`src/rtl/alu_result_fifo.sv`:
```
// -----------------------------------------------------------------------------
// alu_result_fifo
//
// Purpose:
//   Buffers ALU result triples (carry, result, branch flag) that come out of the
//   ALU output register stage. The triples go to the writeback / PC-update stage
//   over a valid/ready handshake. This lets the ALU keep issuing while writeback
//   is stalled. The buffer is circular with DEPTH entries. The head entry is
//   always driven on the outputs (first-word fall-through).
//
// Configuration macro:
//   BRANCH_FLUSH_EN - when defined, popping an entry whose branch flag is set
//                     also squashes every younger entry, including a push in
//                     the same cycle. This models the wrong-path squash after a
//                     taken branch. When undefined, the branch flag is plain
//                     data and a pop removes exactly one entry.
//
// Ports:
//   clk_i          in   1                 single clock, rising edge
//   sync_reset_i   in   1                 synchronous, active-low reset
//   in_valid_i     in   1                 upstream offers a result triple
//   in_ready_o     out  1                 buffer not full
//   c_i            in   1                 carry flag
//   salida_i       in   DATA_W            ALU result
//   branch_flag_i  in   1                 branch condition
//   out_valid_o    out  1                 head entry valid (not empty)
//   out_ready_i    in   1                 downstream takes the head entry
//   c_o            out  1                 head carry
//   salida_o       out  DATA_W            head result
//   branch_flag_o  out  1                 head branch flag
//   flush_i        in   1                 discard all entries
//   count_o        out  $clog2(DEPTH)+1   number of stored entries
//   overflow_o     out  1                 sticky: push attempted while full
// -----------------------------------------------------------------------------
module alu_result_fifo #(
    parameter int DATA_W = 32,
    parameter int DEPTH  = 4
) (
    input  logic                       clk_i,
    input  logic                       sync_reset_i,
    input  logic                       in_valid_i,
    output logic                       in_ready_o,
    input  logic                       c_i,
    input  logic [DATA_W-1:0]          salida_i,
    input  logic                       branch_flag_i,
    output logic                       out_valid_o,
    input  logic                       out_ready_i,
    output logic                       c_o,
    output logic [DATA_W-1:0]          salida_o,
    output logic                       branch_flag_o,
    input  logic                       flush_i,
    output logic [$clog2(DEPTH):0]     count_o,
    output logic                       overflow_o
);

    localparam int PTR_W = $clog2(DEPTH);
    localparam int CNT_W = PTR_W + 1;

    // The three fields are stored side by side. All three are indexed by the
    // same pointers.
    logic              mem_c      [DEPTH];
    logic [DATA_W-1:0] mem_salida [DEPTH];
    logic              mem_branch [DEPTH];

    logic [PTR_W-1:0]  wr_ptr;
    logic [PTR_W-1:0]  rd_ptr;
    logic [CNT_W-1:0]  count_q;
    logic              overflow_q;

    logic              push;
    logic              pop;
    logic              branch_squash;

    // Full and empty are taken from the registered count. This keeps both
    // handshake outputs glitch-free and independent of same-cycle inputs.
    assign in_ready_o  = (count_q != CNT_W'(DEPTH));
    assign out_valid_o = (count_q != '0);

    assign push = in_valid_i & in_ready_o;
    assign pop  = out_valid_o & out_ready_i;

    // The head entry is always presented. It only changes on a pop, a flush or
    // a reset, so it stays stable while the consumer stalls.
    assign c_o           = mem_c[rd_ptr];
    assign salida_o      = mem_salida[rd_ptr];
    assign branch_flag_o = mem_branch[rd_ptr];

    assign count_o    = count_q;
    assign overflow_o = overflow_q;

    // Decide whether the entry leaving this cycle squashes the younger entries.
    // When the feature is compiled out, the branch flag is just carried data.
    always_comb begin
        branch_squash = 1'b0;
`ifdef BRANCH_FLUSH_EN
        branch_squash = pop & mem_branch[rd_ptr];
`else
        branch_squash = 1'b0;
`endif
    end

    // Pointer, count and overflow bookkeeping.
    // Priority order: reset, then flush / branch squash, then normal traffic.
    // The count is tracked separately from the pointers, because equal
    // pointers are ambiguous between full and empty.
    always_ff @(posedge clk_i) begin
        if (!sync_reset_i) begin
            wr_ptr     <= '0;
            rd_ptr     <= '0;
            count_q    <= '0;
            overflow_q <= 1'b0;
        end else begin
            if (in_valid_i && !in_ready_o) begin
                overflow_q <= 1'b1;
            end

            if (flush_i || branch_squash) begin
                wr_ptr  <= '0;
                rd_ptr  <= '0;
                count_q <= '0;
            end else begin
                if (push) begin
                    wr_ptr <= wr_ptr + PTR_W'(1);
                end
                if (pop) begin
                    rd_ptr <= rd_ptr + PTR_W'(1);
                end
                case ({push, pop})
                    2'b10:   count_q <= count_q + CNT_W'(1);
                    2'b01:   count_q <= count_q - CNT_W'(1);
                    default: count_q <= count_q;
                endcase
            end
        end
    end

    // Storage writes. Reset clears the array, so the outputs read zero while
    // the buffer is empty after reset. A push that collides with a flush or a
    // branch squash is dropped and never written.
    always_ff @(posedge clk_i) begin
        if (!sync_reset_i) begin
            for (int i = 0; i < DEPTH; i++) begin
                mem_c[i]      <= 1'b0;
                mem_salida[i] <= '0;
                mem_branch[i] <= 1'b0;
            end
        end else if (push && !flush_i && !branch_squash) begin
            mem_c[wr_ptr]      <= c_i;
            mem_salida[wr_ptr] <= salida_i;
            mem_branch[wr_ptr] <= branch_flag_i;
        end
    end

endmodule

```
`config.mk`:
```
export PLATFORM = sky130hd
export DESIGN_NAME = alu_result_fifo
export DESIGN_NICKNAME = d
export VERILOG_FILES = /design/src/rtl/alu_result_fifo.sv
export SDC_FILE = /design/constraint.sdc
export NUM_CORES = 1
export LEC_CHECK = 0
export ABC_AREA = 1
export CAP_MARGIN = 0
export CORE_UTILIZATION = 45
export DETAILED_ROUTE_END_ITERATION = 10
export HOLD_SLACK_MARGIN = 0.12
export PLACE_DENSITY = 0.81
export SLEW_MARGIN = 0
export SYNTH_ARGS = -nofsm -noshare
export SYNTH_HDL_FRONTEND = slang
export SYNTH_SLANG_ARGS = --single-unit
```
`constraint.sdc`:
```
create_clock -name clk_i -period 2.2 [get_ports clk_i]
set_input_delay 0.55 -clock clk_i [delete_from_list [all_inputs] [get_ports clk_i]]
set_output_delay 0.55 -clock clk_i [all_outputs]
set_load 0.005 [all_outputs]
```
# After elaboration in Yosys (flattened, before gate mapping)
# Memory sizes are Yosys's and may differ from the RTL's. A register that Yosys moved wholly into a read port is not among the register bits.
# Cells that the tools add are included.
# Widths: inputs -> output; s select.
dict set report word_totals {
  mem_bits_rw 136
  out_inout_bits 40
  register_bits 8
  mem_count 3
}
# name depth width read_ports rd_ports_with_merged_regs wr line
set mem_list {}
lappend mem_list {mem_salida 4 32 1 1 4 62} ;# logic [DATA_W-1:0] mem_salida [DEPTH];
lappend mem_list {mem_branch 4 1 1 1 4 63} ;# logic mem_branch [DEPTH];
lappend mem_list {mem_c 4 1 1 1 4 61} ;# logic mem_c [DEPTH];
dict set report op_classes {
  eq_ne 3
  muxes 20
  n_addsub 4
  n_bitwise 3
  n_reduce_logical 10
}
# op n
set ops {}
lappend ops {{$mux 32} 1}
lappend ops {{$reduce_or 32->1} 1}
lappend ops {{$mux 2} 9}
lappend ops {{$mux 1} 9}
lappend ops {{$pmux 3 s2} 1}
lappend ops {{$add 2x1->2 const B} 2}
lappend ops {{$add 3x1->3 const B} 1}
lappend ops {{$ne 3x3->1 const B} 1}
lappend ops {{$reduce_bool 3->1} 1}
lappend ops {{$sub 3x1->3 const B} 1}
lappend ops {{$and 1x1->1} 2}
lappend ops {{$eq 2x1->1 const B} 1}
lappend ops {{$eq 2x2->1 const B} 1}
lappend ops {{$logic_and 1x1->1} 2}
lappend ops {{$logic_not 1->1} 2}
lappend ops {{$reduce_bool 2->1} 1}
lappend ops {{$reduce_or 1->1} 2}
lappend ops {{$reduce_or 2->1} 1}
lappend ops {{$not 1->1} 1}

# Logic depth before layout (Yosys ltp)
# Gate-level depths: netlist (run 1).
dict set report logic_depth {
  ltp_word 8
  depth_mapped 12
  mapped_depth_nobuf 12
}

# Worst setup path before layout (run 1)
# OpenSTA, ideal clock, no wires.
dict set report synth_path {
  kind {in2reg}
  startpoint {input sync_reset_i}
  endpoint {memory mem_salida[0][0] (enable)}
  arrival_ns 1.922
  required_ns 1.811
  path_slack_ns -0.111
  cell_stages 7
  path_buffers 1
  setup_ns 0.389
  cell_sequence {inv_2 > nor2_8 > nand3_4 > nor2_4 > nand2_2 > buf_6 > nand2_1}
}
# element line
set synth_lines {}
lappend synth_lines {{start, declared} 40} ;# input logic sync_reset_i,
lappend synth_lines {{end, declared} 62}

==> results of run 1 <==
-- registers in the layout (all words and copies together), names as in the netlist, named ones only --
signal,cells
mem_salida,128
overflow_o,1
wr_ptr,2
mem_branch,4
count_o,3
mem_c,4
rd_ptr,2
-- cells in the mapped netlist, drive strengths merged --
| master | count | area [um2] |
|---|---|---|
| clkbuf | 15 | 56.3 |
| a21boi | 1 | 7.51 |
| nand3 | 7 | 47.6 |
| nor2 | 206 | 805 |
| o21bai | 2 | 15.0 |
| a21oi | 6 | 30.0 |
| inv | 52 | 195 |
| nand2 | 33 | 129 |
| fa | 1 | 20.0 |
| o22ai | 34 | 213 |
| buf | 20 | 139 |
| dfxtp | 16 | 320 |
| nand4 | 1 | 6.26 |
| edfxtp | 130 | 3900 |
| ha | 1 | 12.5 |
| xor2 | 1 | 8.76 |
| o21ai | 76 | 380 |
-- cells in the final DEF (no fill, tap or decap), types with 3 or more instances in the layout --
| cell | count |
|---|---|
| bufinv_16 | 3 |
| o21ai_0 | 49 |
| dlygate4sd2_1 | 22 |
| nor2_2 | 4 |
| clkdlybuf4s15_1 | 3 |
| edfxtp_1 | 130 |
| o22ai_1 | 30 |
| clkinv_1 | 4 |
| o22ai_2 | 4 |
| dfxtp_1 | 14 |
| o21ai_2 | 4 |
| inv_2 | 3 |
| buf_4 | 23 |
| nand2_2 | 5 |
| clkinv_2 | 3 |
| clkdlybuf4s50_1 | 44 |
| buf_12 | 14 |
| clkinvlp_4 | 3 |
| nand3_1 | 5 |
| clkbuf_2 | 7 |
| clkbuf_16 | 19 |
| a21oi_1 | 6 |
| o21ai_1 | 23 |
| nand2_1 | 28 |
| inv_1 | 47 |
| nor2_1 | 199 |
-- stage by stage --
| stage | hold slack [ns] | cell area [um2] | setup slack [ns] | cells |
|---|---|---|---|---|
| global placement | 0.456 | 7520 | -0.0292 | 859 |
| CTS | 0.461 | 8160 | -0.0501 | 893 |
| global route | 0.478 | 8240 | -0.0424 | 896 |
| floorplan | 0.447 | 6300 | 0.196 | 602 |
| finish | 0.457 | 8240 | 0.0182 | 896 |
| detailed placement | 0.453 | 7520 | -0.181 | 859 |
-- power by group through the flow --
stage	Sequential [uW]	Combinational [uW]	Clock [uW]
floorplan	3240	249	0
global placement	3250	577	0
CTS	3200	562	2870
finish	3200	572	2870
detailed placement	3260	593	0
global route	3220	620	2990
-- cell families (layout without fill, tap and decap cells) --
family / after synthesis / in the layout / share of synthesized area
simple gates: 247 / 247 / 0.157
compound gates: 119 / 119 / 0.103
fa+ha+maj: 2 / 2 / 0.00517
xor+xnor: 1 / 1 / 0.00139
flops: 146 / 146 / 0.672
buf+inv: 87 / 205 / 0.0621
-- repair_timing --
item                                    CTS  global route
pin swaps                                13             3
cloned                                    0             2
endpoints found under the setup margin   35            29
setup buffers                             2             1
gates resized for setup                  68            45
-- worst min path at each step --
stage | startpoint | to | cells after the start | slack (ns)
2_1_floorplan | overflow_o | overflow_o | 2 | 0.45
3_3_place_gp | overflow_o | overflow_o | 2 | 0.46
3_5_place_dp | overflow_o | overflow_o | 2 | 0.45
4_1_cts | overflow_o | overflow_o | 2 | 0.46
5_1_grt | overflow_o | overflow_o | 2 | 0.48
6_report | overflow_o | overflow_o | 2 | 0.46
-- per-layer routing --
metal	track usage	wire, um	vias up
met5	0	0	-
li1	-	-	2248
met1	0.260	6170	2316
met4	0.0818	184	0
met2	0.365	7710	205
met3	0.0519	1130	20
-- layout make-up --
class | instances | area, um2 | share of cell area
Sequential cell | 146 | 4230 | 0.513
Clock buffer | 17 | 425 | 0.0516
Timing Repair Buffer | 121 | 1260 | 0.153
Inverter | 52 | 200 | 0.0243
Clock inverter | 15 | 165 | 0.0200
Tap cell | 176 | 220 | 0.0267
Multi-Input combinational cell | 369 | 1740 | 0.211
-- critical path, cell delays in order, from the launching register on --
cell and delay (ns):
dfxtp_4 0.39, buf_4 0.17, clkbuf_16 0.17, nor2_2 0.12, o22ai_2 0.08, dlygate4sd2_1 0.28
==> implementation parameters, run 1 <==
Parameter                              Value

CTS
  Count of hold-fix buffers inserted at cts    0
  Number of sinks on the clock net    146
  CTS Root Cell    clkbuf_16
  Maximum level of the CTS H-tree    4
  Clock tree from TritonCTS    yes
  Clock Path Buffers    2
  Clk Latency, worst-skew pair    0.42 ns
  CTS clock-pin slew for the worst setup and hold paths    0.06 ns
  Cts bufs inserted    17

Worst setup path
  Number of cell instances on the worst register-to-register path    10
  Required time at the worst-slack endpoint    1.65 ns
  Category of the worst setup path launch point    flop
  Critical path peak fanout    14
  Crit Reg-Reg Endpoint    count_o[2]
  Setup crit end kind    output pin
  Worst setup slack for register-to-register paths    0.24 ns
  Crit Path Category    flop to output pin
  Critical Path AT    1.63 ns
  Worst Setup EP    salida_o[0]
  Reg2reg start    count_o[0]

Placement
  Buffers on Ports    78
  Routability congestion estimate from global placement    0.821
  HPWL after detailed placement    9.42 mm

Final layout
  Nets    748
  Post-route core utilization    0.613
  Number of inserted diodes    0
  Syn-to-layout area delta    31.0%
  Fill cell total of the finished layout    1061
  Share of final-layout standard cells stronger than drive strength 1    0.151

Die
  Standard-cell row count    42
  Die Area    14500 um2
  Initial Utilization    0.467
  Die Wd    120 um
  Count of pins on the block boundary    79
  Die height    120 um
  Core area    13500 um2

Timing
  Final cycle utilization of the critical path    0.992
  Fmax    458 MHz
  Count of final max-slew check failures    0
  Count of endpoints failing setup in the final report    0
  Transition time at the pin with the least slew margin    0.333 ns
  Worst slew margin relative to its limit    0.778
  Setup repair after global routing missed its margin    true
  Maximum clock skew at final layout    0.00555 ns
  Number of endpoints with negative hold slack in the final report    0
  Period minus WS final    2.18 ns
  Setup TNS    0 ns

Synthesis
  Yosys Warn Count    0
  Synthesized netlist cell count    602
  Synthesized area divided by synthesized cell count    10.4 um2
  Sequential fraction of the synthesis area    0.672
  Number of synthesized register bits    146
  Post-Synthesis Cell Area    6290 um2
  Post-Synthesis Net Count    643
  Number of unique standard cell types used by synthesis    25

Pwr
  Part of the total power dissipated in sequential elements    0.482
  Peak ir drop on the vdd network    0.404 mV
  Sw frac    0.220
  P_int    5180 uW
  Power density relative to cell area    807 nW/um2
  Combinational share of power    0.086
  Cell leakage power    0.00339 uW
  Net switching power    1470 uW
  Design Power    6650 uW
  Share of power burned in the clock network    0.432

Global route
  Largest net degree at the start of global routing    35
  Via count of the first global-routing pass    4854
  All-layer global routing usage    0.213
  Antenna violations before repair    0
  First-pass GRT wire length    23.4 mm
  Overflow left after global routing    0

Drt
  Number of design rule violations left after detail routing    0
  Vias after detailed routing    4789
  Post-detailed-route wirelength per cell    17.0 um
  Total iterations of the first detailed-routing run    5
  Drt initial violations    348
  Final WL    15.2 mm
  Routed via count divided by cell count    5.34
  Count of antenna-violating nets left after detailed routing    0

Run
  # Max-Cap Violations    0

Status
  Outcome    finished, final reports clean

Min path
  Worst min-delay path category    flop to flop
Note: power is estimated with default switching activity, not from simulation.
==> inputs of run 2 (changes only) <==
--- a/config.mk
+++ b/config.mk
@@ -8,6 +8,7 @@
 export ABC_AREA = 1
 export CAP_MARGIN = 0
 export CORE_UTILIZATION = 45
+export CTS_BUF_LIST = sky130_fd_sc_hd__clkbuf_8
 export DETAILED_ROUTE_END_ITERATION = 10
 export HOLD_SLACK_MARGIN = 0.12
 export PLACE_DENSITY = 0.81
==> implementation parameters, run 2 (synthesis gave the netlist of run 1 again) <==
Parameter                              Value

Status
  Outcome    finished, final reports clean

Die
  Die height    120 um (unchanged)
  Initial Utilization    0.467 (unchanged)
  Standard-cell row count    42 (unchanged)
  Die Area    14500 um2 (unchanged)
  Die Wd    120 um (unchanged)
  Count of pins on the block boundary    79 (unchanged)
  Core area    13500 um2 (unchanged)

Worst setup path
  Highest cell delay on the worst timing path    0.43 ns (+0.04 ns)
  Crit path max-delay cell type    dfxtp_4
  Critical Path AT    1.64 ns (about the same)
  Count of buffering cells on the critical path with inverters included    5 (+2)
  Kind of cell adding the most delay to the critical path    buffers and inverters
  CP cell instances    inv_6, buf_6, buf_6, buf_12, o21ai_2, o22ai_1, buf_2
  Library cell appearing most often on the critical path    buf_6
  Required time at the worst-slack endpoint    1.65 ns (about the same)
  Category of the worst setup path launch point    flop
  Setup crit end kind    output pin
  Crit Path Category    flop to output pin
  Critical path peak fanout    6 (-8)

Final layout
  Most common cell after layout, fill and taps aside    nor2_1
  Post-route non-filler standard cell count    895 (-0.11%)
  Top library cells by usage in the layout, fill and taps aside    nor2_1 (197), edfxtp_1 (130), o21ai_0 (48)
  Number of flip-flops in the largest register    128 (unchanged)
  Register bank with the most flops    mem_salida
  Post-route core utilization    0.598 (-0.0146)
  Nets    747 (-0.13%)
  Share of final-layout standard cells stronger than drive strength 1    0.181 (+0.0294)
  Syn-to-layout area delta    27.9%
  Largest registers in the final layout    mem_salida (128), mem_branch (4), mem_c (4)
  Number of inserted diodes    0 (unchanged)

Timing
  Count of endpoints failing setup in the final report    0 (unchanged)
  Period minus WS final    2.19 ns (+0.00658 ns)
  Setup TNS    0 ns (unchanged)
  Final cycle utilization of the critical path    0.995 (+0.00299)
  Count of final max-slew check failures    0 (unchanged)
  Fmax    457 MHz (-0.30%)
  Transition time at the pin with the least slew margin    0.334 ns (+0.00125 ns)
  Worst slew margin relative to its limit    0.777 (-0.000834)
  Setup repair after global routing missed its margin    true
  Maximum clock skew at final layout    0.00665 ns (+0.00110 ns)
  Min Hold Slack    0.460 ns (+0.00305 ns)
  Number of endpoints with negative hold slack in the final report    0 (unchanged)

Global route
  Most crowded layer after global routing    met2
  GR met3 Demand/Resource    0.0538 (+0.00189)
  Antenna violations before repair    0 (unchanged)
  Met1 usage    0.261 (+0.00103)
  Overflow left after global routing    0 (unchanged)
  All-layer global routing usage    0.212 (-0.000691)
  Largest net degree at the start of global routing    35 (unchanged)
  Met2 Track Usage GR    0.358 (-0.00611)
  Via count of the first global-routing pass    4784 (-1.4%)
  First-pass GRT wire length    23.1 mm (-1.2%)

CTS
  Count of hold-fix buffers inserted at cts    0 (unchanged)
  Clock Path Buffers    2 (unchanged)
  CTS clock-pin slew for the worst setup and hold paths    0.08 ns (+0.02 ns)
  Clk Latency, worst-skew pair    0.44 ns (+0.02 ns)
  Cts bufs inserted    17 (unchanged)
  CTS Root Cell    clkbuf_8
  Number of sinks on the clock net    146 (unchanged)
  Clock tree from TritonCTS    yes
  Maximum level of the CTS H-tree    4 (unchanged)

Drt
  Final WL    15.0 mm (-1.3%)
  Routed via count divided by cell count    5.37 (+0.55%)
  Total iterations of the first detailed-routing run    4 (-1)
  Vias after detailed routing    4810 (+0.44%)
  Post-detailed-route wirelength per cell    16.7 um (-1.2%)
  Count of antenna-violating nets left after detailed routing    0 (unchanged)
  Number of design rule violations left after detail routing    0 (unchanged)
  Drt initial violations    326 (-6.3%)

Run
  # Max-Cap Violations    0 (unchanged)

Placement
  HPWL after detailed placement    9.42 mm (unchanged)
  Post-placement cell count    859 (unchanged)
  Routability congestion estimate from global placement    0.821 (unchanged)
  Buffers on Ports    78 (unchanged)

Pwr
  Cell leakage power    0.00331 uW (-2.4%)
  Power density relative to cell area    732 nW/um2 (-9.3%)
  Peak ir drop on the vdd network    0.367 mV (-9.1%)

Min path
  Worst min-delay path category    flop to flop
-- run 2: layout make-up --
type | instances | area (um2)
clock buffers | 17 | 234
fillers | 1101 | 5410
flip-flops and latches | 146 | 4230
inverters | 52 | 203
well taps | 176 | 220
repair buffers | 120 | 1210
multi-input cells | 369 | 1780
clock inverters | 15 | 165
-- run 2: final timing paths --
path	start	to	slack, ns	cells after the start
max	flop	salida_o[17]	0.01	7
min	overflow_o	overflow_o	0.46	2
min reg2reg	overflow_o	overflow_o	0.46	2
max reg2reg	count_o[2]	count_o[2]	0.31	11
-- run 2: power by group --
group	total [uW]	leakage [uW]	internal, uW	switching, uW
Sequential	3200	0.00146	3150	49.2
Combinational	572	0.00165	259	314
Clock	2110	0.000194	1110	1000
-- run 2: repair_timing --
action,in CTS,in global routing
setup buffers,1,1
resized for setup,96,63
gates cloned,1,1
setup endpoints to repair,36,34
pin swaps,11,8
-- run 2: tightest hold or removal path, cell delays in order (launching register included) --
cell and delay (ns):
dfxtp_1 0.31, inv_1 0.05, a21oi_1 0.05
-- run 2: metal layers --
| metal | vias to the layer above | routed length [um] |
|---|---|---|
| li1 | 2238 | - |
| met1 | 2302 | 5970 |
| met2 | 247 | 7560 |
| met3 | 23 | 1220 |
| met4 | 0 | 231 |
| met5 | - | 0 |
-- run 2: through the flow --
stage               setup slack [ns]  total power (uW)  instance area [um2]
global route                 -0.0580              6090                 8040
global placement             -0.0292              3830                 7520
CTS                           -0.261              5880                 7960
floorplan                      0.196              3490                 6300
detailed placement            -0.181              3850                 7520
finish                        0.0116              5890                 8040
